`src/rtl/sync_filter.sv`:
```
// Multi-bit level synchronizer for asynchronous LP line levels: a flop chain per bit,
// then a consecutive-cycle glitch filter and registered rise/fall pulses.
module sync_filter #(
    parameter int               WIDTH    = 2,
    parameter int               STAGES   = 2,
    parameter int               FILT_CNT = 4,
    parameter logic [WIDTH-1:0] RST_VAL  = '0
) (
    input  logic             clk,
    input  logic             rst,
    input  logic [WIDTH-1:0] unstable,
    output logic [WIDTH-1:0] sync_out,
    output logic [WIDTH-1:0] stable,
    output logic [WIDTH-1:0] rise,
    output logic [WIDTH-1:0] fall,
    output logic             changed
);

    localparam int            CW       = $clog2(FILT_CNT) + 1;
    localparam logic [CW-1:0] CNT_LAST = CW'(FILT_CNT - 1);

    logic [WIDTH-1:0] chain_p [STAGES];
    logic [CW-1:0]    cnt     [WIDTH];
    logic [WIDTH-1:0] upd;

    // Synchronizer chain: stage 0 is the metastability capture flop
    always_ff @(posedge clk) begin
        if (rst) begin
            for (int s = 0; s < STAGES; s++) begin
                chain_p[s] <= RST_VAL;
            end
        end else begin
            chain_p[0] <= unstable;
            for (int s = 1; s < STAGES; s++) begin
                chain_p[s] <= chain_p[s-1];
            end
        end
    end

    assign sync_out = chain_p[STAGES-1];

    always_comb begin
        upd = '0;
        for (int i = 0; i < WIDTH; i++) begin
            upd[i] = (sync_out[i] != stable[i]) && (cnt[i] == CNT_LAST);
        end
    end

    // Glitch filter: any return to equality restarts the count from zero
    always_ff @(posedge clk) begin
        if (rst) begin
            stable  <= RST_VAL;
            rise    <= '0;
            fall    <= '0;
            changed <= 1'b0;
            for (int i = 0; i < WIDTH; i++) begin
                cnt[i] <= '0;
            end
        end else begin
            for (int i = 0; i < WIDTH; i++) begin
                if ((sync_out[i] == stable[i]) || upd[i]) begin
                    cnt[i] <= '0;
                end else begin
                    cnt[i] <= cnt[i] + CW'(1);
                end
            end
            stable  <= (stable & ~upd) | (sync_out & upd);
            rise    <= upd & sync_out;
            fall    <= upd & ~sync_out;
            changed <= |upd;
        end
    end

endmodule

```
`config.mk`:
```
export PLATFORM = sky130hd
export DESIGN_NAME = sync_filter
export DESIGN_NICKNAME = d
export VERILOG_FILES = /design/src/rtl/sync_filter.sv
export SDC_FILE = /design/constraint.sdc
export NUM_CORES = 1
export LEC_CHECK = 0
export BUFFER_PORTS_ARGS = -buffer_cell sky130_fd_sc_hd__clkbuf_2
export CAP_MARGIN = 20
export CORE_AREA = 2 2 39 41
export CTS_BUF_LIST = sky130_fd_sc_hd__clkbuf_4 sky130_fd_sc_hd__clkbuf_8
export CTS_CLUSTER_DIAMETER = 150
export CTS_CLUSTER_SIZE = 25
export DETAILED_ROUTE_END_ITERATION = 6
export DIE_AREA = 0 0 41 43
export PLACE_DENSITY_LB_ADDON = 0.08
export SLEW_MARGIN = 20
export SYNTH_ARGS = -nofsm -noshare
export SYNTH_HDL_FRONTEND = slang
export SYNTH_SLANG_ARGS = --single-unit
```
`constraint.sdc`:
```
create_clock -name clk -period 1.4 [get_ports clk]
set_input_delay 0.07 -clock clk [delete_from_list [all_inputs] [get_ports clk]]
set_output_delay 0.07 -clock clk [all_outputs]
set_load 0.02 [all_outputs]
```
==> impl_metrics.yaml, run 1 <==
run_status:
  status: "completed"
floorplan:
  die_w_microns: 41
  rows: 14
  core-area_sq_mm: 0.00138
  dieArea_sq_mm: 0.00176
  pin_count: 13
  fp.dieH_microns: 43
  initial_utilization_pct: 47.4
timing:
  hold_violations: 0
  fin_crit_sh_pct: 94.8
  final.setup.tns_ns: 0
  finalWorstPathRequiredPeriod_ns: 1.33
  grt_setup_unrepaired: "no"
  fmax_ghz: 0.754
  setup_viol: 0
  drv_slew: 0
  fin_worst_skew_ns: 0.00456
  timing.final.ws_setup_ns: 0.0733
routing:
  vias_per_cell: 4.49
  post_drt_wl_per_cell_microns: 10.2
  drt_first_pass_iters: 2
  drcViolationCount: 0
  first_iter_violations: 3
  antenna_left: 0
  wirelength_microns: 874
  vias: 386
cts:
  htreeDepth: 1
  cts_buffer_depth: 2
  clk_latency_ns: 0.28
  cts_setup_buffers: 0
  cts_tree: "done"
  cts_buffers: 3
  clkTransAtPathRegs_ns: 0.10
  clock_sinks: 17
  cts-root-buf: "clkbuf_4"
logic_synthesis:
  synthTopCellsByCount: "dfxtp_1, edfxtp_1"
  seq_area_frac_synth_pct: 61.1
  synthMuxAreaShare_pct: 3.05
  synth_cell_types: 16
  yosysMostFrequentCell: "dfxtp_1"
  synth_edf_count: 6
  synthAdderAreaFrac_pct: 7.63
  synth_area_sq_um: 656
  synth.area.top_cells: "dfxtp_1, edfxtp_1, ha_1"
  yosys.area_share.simple_pct: 19.8
  synth_warnings: 0
  synth_xor_area_share_pct: 2.67
  synth-async-reset-ratio_pct: 0
  yosysTopAreaCell: "dfxtp_1"
  synth_seq_cells: 17
  synth_top_family_by_area: "simple AND/OR/NAND/NOR gates"
  synth_compound_area_share_pct: 0.954
  synth_top_area_share_pct: 33.6
  synth_flop_cell: "dfxtp_1"
  avgSynthCellArea_sq_um: 13.1
  synthCells: 50
global_routing:
  use_met1_pct: 17.6
  use_met3_pct: 4.71
  grt_pass1_vias: 362
  grt-ovfl-total: 0
  antenna_found_initial: 0
  top_usage_layer: "met1"
  grt_pass1_wl_microns: 1500
  use_met2_pct: 16.6
  grt_use_total_pct: 12.9
  grt_max_degree: 15
setup_path:
  crit_path_max_fanout: 5
  r2r-end: "cnt[0][0]"
  rr_worst_depth: 3
  path_class: "reg -> reg"
  end_kind: "flip-flop"
  startpoint: "cnt[0][0]"
  startpoint_type: "flip-flop"
  crit_arrival_ns: 1.43
  worst_path_max_delay_cell: "edfxtp_1"
  crit_chain: "ha_1, ha_2, nor4_1"
  worstPathRequired_ns: 1.50
  crit_end: "cnt[0][0]"
  max_stage_delay_ns: 0.43
  worstReg2RegStart: "cnt[0][0]"
  r2r_slack_ns: 0.07
pwr:
  power-per-cell-area_mw_per_mm2: 1040
  p_leak_nw: 0.319
  peakVddDrop_uv: 596
finish:
  final_nets: 79
  fillers: 112
  syn_to_final_growth_pct: 21.9
  regArea_sq_um: 400
  multi_input_area_sq_um: 264
  drive_gt1_share_pct: 31.4
  n_antenna_cell: 0
placement:
  place_worst_setup_slack_ns: 0.0408
  io_buffers: 12
  dp_hpwl_microns: 636
  place.gp.congestion: 0.626
worst_hold_path:
  min_path_type: "in -> reg"
run:
  drv_cap: 0
## layout make-up
| cell class | count | share of cell area [%] |
|---|---|---|
| flip-flops and latches | 17 | 50.1 |
| multi-input cells | 33 | 33.0 |
| repair buffers | 14 | 10.0 |
| clock buffers | 3 | 2.82 |
| well taps | 16 | 2.50 |
| inverters | 2 | 0.939 |
| clock inverters | 1 | 0.626 |
## critical path: cells and delay by family (launching register included)
kind                       cells  cell delay [ns]
adders and majority gates      2             0.44
DFF                            1             0.43
and+or+nand+nor                1             0.28
## power by group
part	internal (mW)	switching, mW
Sequential	0.525	0.00760
Combinational	0.0249	0.0283
Clock	0.106	0.143
Total	0.655	0.179
## routing by layer
metal | share of wire [%] | vias up
met5 | 0 | -
met1 | 48 | 168
met4 | 1.1 | 0
met2 | 47 | 5
li1 | - | 211
met3 | 3.4 | 2
## layout by cell type, fill, tap and decap left out
master / netlist / final
clkbuf_2: 0 / 12
clkbuf_4: 0 / 3
clkinv_2: 0 / 1
conb_1: 1 / 6
dfxtp_1: 11 / 11
dlygate4sd3_1: 0 / 2
edfxtp_1: 6 / 6
ha_1: 4 / 2
ha_2: 0 / 2
inv_1: 2 / 2
mux2i_1: 2 / 2
nand2b_1: 2 / 2
nor2_1: 2 / 2
nor2b_1: 4 / 4
nor3b_1: 4 / 4
nor4_1: 4 / 2
nor4_2: 0 / 2
nor4b_2: 2 / 2
o22ai_1: 1 / 1
xnor2_1: 2 / 2
## worst min path at each step
stage / slack [ns] / start / endpoint / depth (start not counted)
floorplan: 0.14 / rst / chain_p[0][0] / 1
detailed placement: 0.29 / unstable[1] / chain_p[0][1] / 2
global placement: 0.28 / unstable[1] / chain_p[0][1] / 2
global route: 0.18 / rst / flip-flop / 2
finish: 0.17 / rst / chain_p[0][3] / 2
CTS: 0.15 / rst / chain_p[0][0] / 2
## metrics by stage
stage	instances	utilization (%)	instance area [sq um]	power, mW	hold slack, ns
after floorplan	55	-	674	0.579	0.142
after global placement	80	53.1	734	0.588	0.285
after detailed placement	80	53.1	734	0.590	0.290
after CTS	86	56.5	782	0.845	0.148
after global routing	86	57.8	800	0.888	0.182
final	86	57.8	800	0.834	0.166
## what timing repair did
action / CTS / global route
hold buffers: 2 / 0
setup endpoints to repair: 0 / 5
hold endpoints to repair: 2 / 0
gates resized for setup: 0 / 4
## cells by family after synthesis
| kind of cell | after synthesis |
|---|---|
| and+or+nand+nor | 18 |
| DFF | 17 |
| buffers and inverters | 5 |
| adders and majority gates | 4 |
| xor gates and xnor gates | 2 |
| muxes | 2 |
| other | 1 |
| AOI/OAI and AO/OA | 1 |
No activity file was read; power rests on OpenSTA's default activity.
==> inputs of run 2 (changes only) <==
--- a/config.mk
+++ b/config.mk
@@ -5,6 +5,7 @@
 export SDC_FILE = /design/constraint.sdc
 export NUM_CORES = 1
 export LEC_CHECK = 0
+export ABC_AREA = 1
 export BUFFER_PORTS_ARGS = -buffer_cell sky130_fd_sc_hd__clkbuf_2
 export CAP_MARGIN = 20
 export CORE_AREA = 2 2 39 41
==> constraint.sdc (replaced) <==
create_clock -name clk -period 1.4 [get_ports clk]
set_input_delay 0.28 -clock clk [delete_from_list [all_inputs] [get_ports clk]]
set_output_delay 0.28 -clock clk [all_outputs]
set_load 0.02 [all_outputs]
==> run 2 against run 1 <==
  * Global-route usage up 1.9 points
  * Sequential cell count unchanged
  * Critical path type unchanged
  * Power is 1.0% higher
  * Synthesized area stayed put
  * Combinational power grew 3%
==> impl_metrics.yaml, run 2 <==
cts:
  clock_sinks: 17
  clkTransAtPathRegs_ns: 0.10
  htreeDepth: 1
  cts_tree: "done"
  clk_latency_ns: 0.29
  cts-root-buf: "clkbuf_4"
  cts_buffer_depth: 2
  cts_buffers: 3
logic_synthesis:
  synthTopCellsByCount: "nor2_1, inv_1, dfxtp_1, nand2_1, edfxtp_1"
  synth_flop_cell: "dfxtp_1"
  avgSynthCellArea_sq_um: 9.50
  synth_edf_count: 6
  synthCells: 69
  synth_warnings: 0
  synth_area_sq_um: 656
  synth_cell_types: 15
  synth-async-reset-ratio_pct: 0
  seq_area_frac_synth_pct: 61.1
  yosysTopAreaCell: "dfxtp_1"
  synth_top_area_share_pct: 33.6
  synth_seq_cells: 17
  yosysMostFrequentCell: "nor2_1"
  synth.area.top_cells: "dfxtp_1, edfxtp_1, nor2_1"
placement:
  io_buffers: 12
  dp_cells: 100
  placed_cell_area_sq_um: 739
  dp_hpwl_microns: 758
  place.gp.congestion: 0.615
  place_worst_setup_slack_ns: 0.0779
timing:
  hold_violations: 0
  finalWorstPathRequiredPeriod_ns: 1.29
  setup_viol: 0
  fin_crit_sh_pct: 92.2
  hold_slack_ns: 0.167
  final.setup.tns_ns: 0
  fmax_ghz: 0.775
  drv_slew: 0
  timing.final.ws_setup_ns: 0.109
  fin_worst_skew_ns: 0.00505
setup_path:
  r2r-end: "cnt[0][0]"
  startpoint_type: "flip-flop"
  worstReg2RegStart: "cnt[0][0]"
  rr_worst_depth: 5
  end_kind: "flip-flop"
  crit_arrival_ns: 1.44
  crit_path_max_fanout: 3
  r2r_slack_ns: 0.11
  path_class: "reg -> reg"
  worstPathRequired_ns: 1.55
routing:
  drt_first_pass_iters: 4
  vias: 466
  wirelength_microns: 1010
  post_drt_wl_per_cell_microns: 9.64
  antenna_left: 0
  drcViolationCount: 0
  vias_per_cell: 4.44
  first_iter_violations: 3
finish:
  final_area_sq_um: 782
  fillers: 128
  mostFrequentLayoutCell: "nor2_1"
  final_nets: 98
  syn_to_final_growth_pct: 19.3
  layout_common_cells: "nor2_1, inv_1, clkbuf_2"
  final_core_util_pct: 56.5
  fin_cells: 105
  n_antenna_cell: 0
  drive_gt1_share_pct: 24.7
global_routing:
  grt_use_total_pct: 14.7
  grt-ovfl-total: 0
  grt_pass1_vias: 424
  antenna_found_initial: 0
  grt_max_degree: 11
  grt_pass1_wl_microns: 1640
worst_hold_path:
  holdPathEnd: "chain_p[0][0]"
  hold_depth: 3
  hp-start: "unstable[0]"
  min_path_type: "in -> reg"
floorplan:
  pin_count: 13
  dieArea_sq_mm: 0.00176
  initial_utilization_pct: 47.4
  rows: 14
  die_w_microns: 41
  core-area_sq_mm: 0.00138
  fp.dieH_microns: 43
run_status:
  status: "completed"
pwr:
  peakVddDrop_uv: 640
  power_mw: 0.843
  power-per-cell-area_mw_per_mm2: 1080
  p_leak_nw: 0.381
run:
  drv_cap: 0
==> run 2: changes by cell type after synthesis, moves of 4 or more <==
cell     delta
nor4_1      -4
nor2b_1     -4
nand2_1     +9
nor3b_1     -4
inv_1      +11
nor2_1     +13
==> run 2: area by class of cell <==
class	instances	area [sq um]	share of cell area [%]
sequential	17	400	51.2
clock inverter	1	5.00	0.640
multi-input combinational	41	214	27.4
timing repair buffer	13	67.6	8.64
clock buffer	3	22.5	2.88
inverter	14	52.6	6.72
tap	16	20.0	2.56
==> run 2: cells by family after synthesis <==
kind of cell    count (synthesis)  share of synthesized area, %
compound gates                  3                          2.29
buf+inv                        16                          10.3
simple gates                   28                          18.1
other cells                     1                         0.572
fa+ha+maj                       4                          7.63
flops                          17                          61.1
==> run 2: power by group <==
part	internal [mW]	switching (mW)
Combinational	0.0195	0.0354
Clock	0.106	0.149
Sequential	0.526	0.00705
Total	0.652	0.191
==> run 2: worst max-delay path by stage <==
stage | startpoint | end | slack, ns
after floorplan | cnt[0][0] | cnt[0][0] | 0.21
after global placement | cnt[0][0] | cnt[0][0] | 0.11
after detailed placement | cnt[1][0] | cnt[1][0] | 0.08
after CTS | cnt[1][0] | cnt[1][0] | 0.05
after global routing | cnt[0][0] | cnt[0][0] | -0.01
final | cnt[0][0] | cnt[0][0] | 0.11
==> run 2: repair_timing <==
item	CTS	global route
setup buffers	0	1
resized for setup	0	3
setup endpoints to repair	0	6
hold buffers	0	0
==> run 2: metal layers <==
metal | up-vias | track usage [%] | part of all wire (%)
met3 | 4 | 4.71 | 5.5
met4 | 0 | 10.0 | 1.6
met2 | 13 | 23.1 | 52
li1 | 245 | - | -
met1 | 204 | 15.8 | 41
met5 | - | 0 | 0
==> run 2: critical path: stages (launching register included) <==
cell and delay (ns):
edfxtp_1 0.41, ha_1 0.22, ha_1 0.22, nor2_2 0.14, nand2_2 0.08, nor2_1 0.09
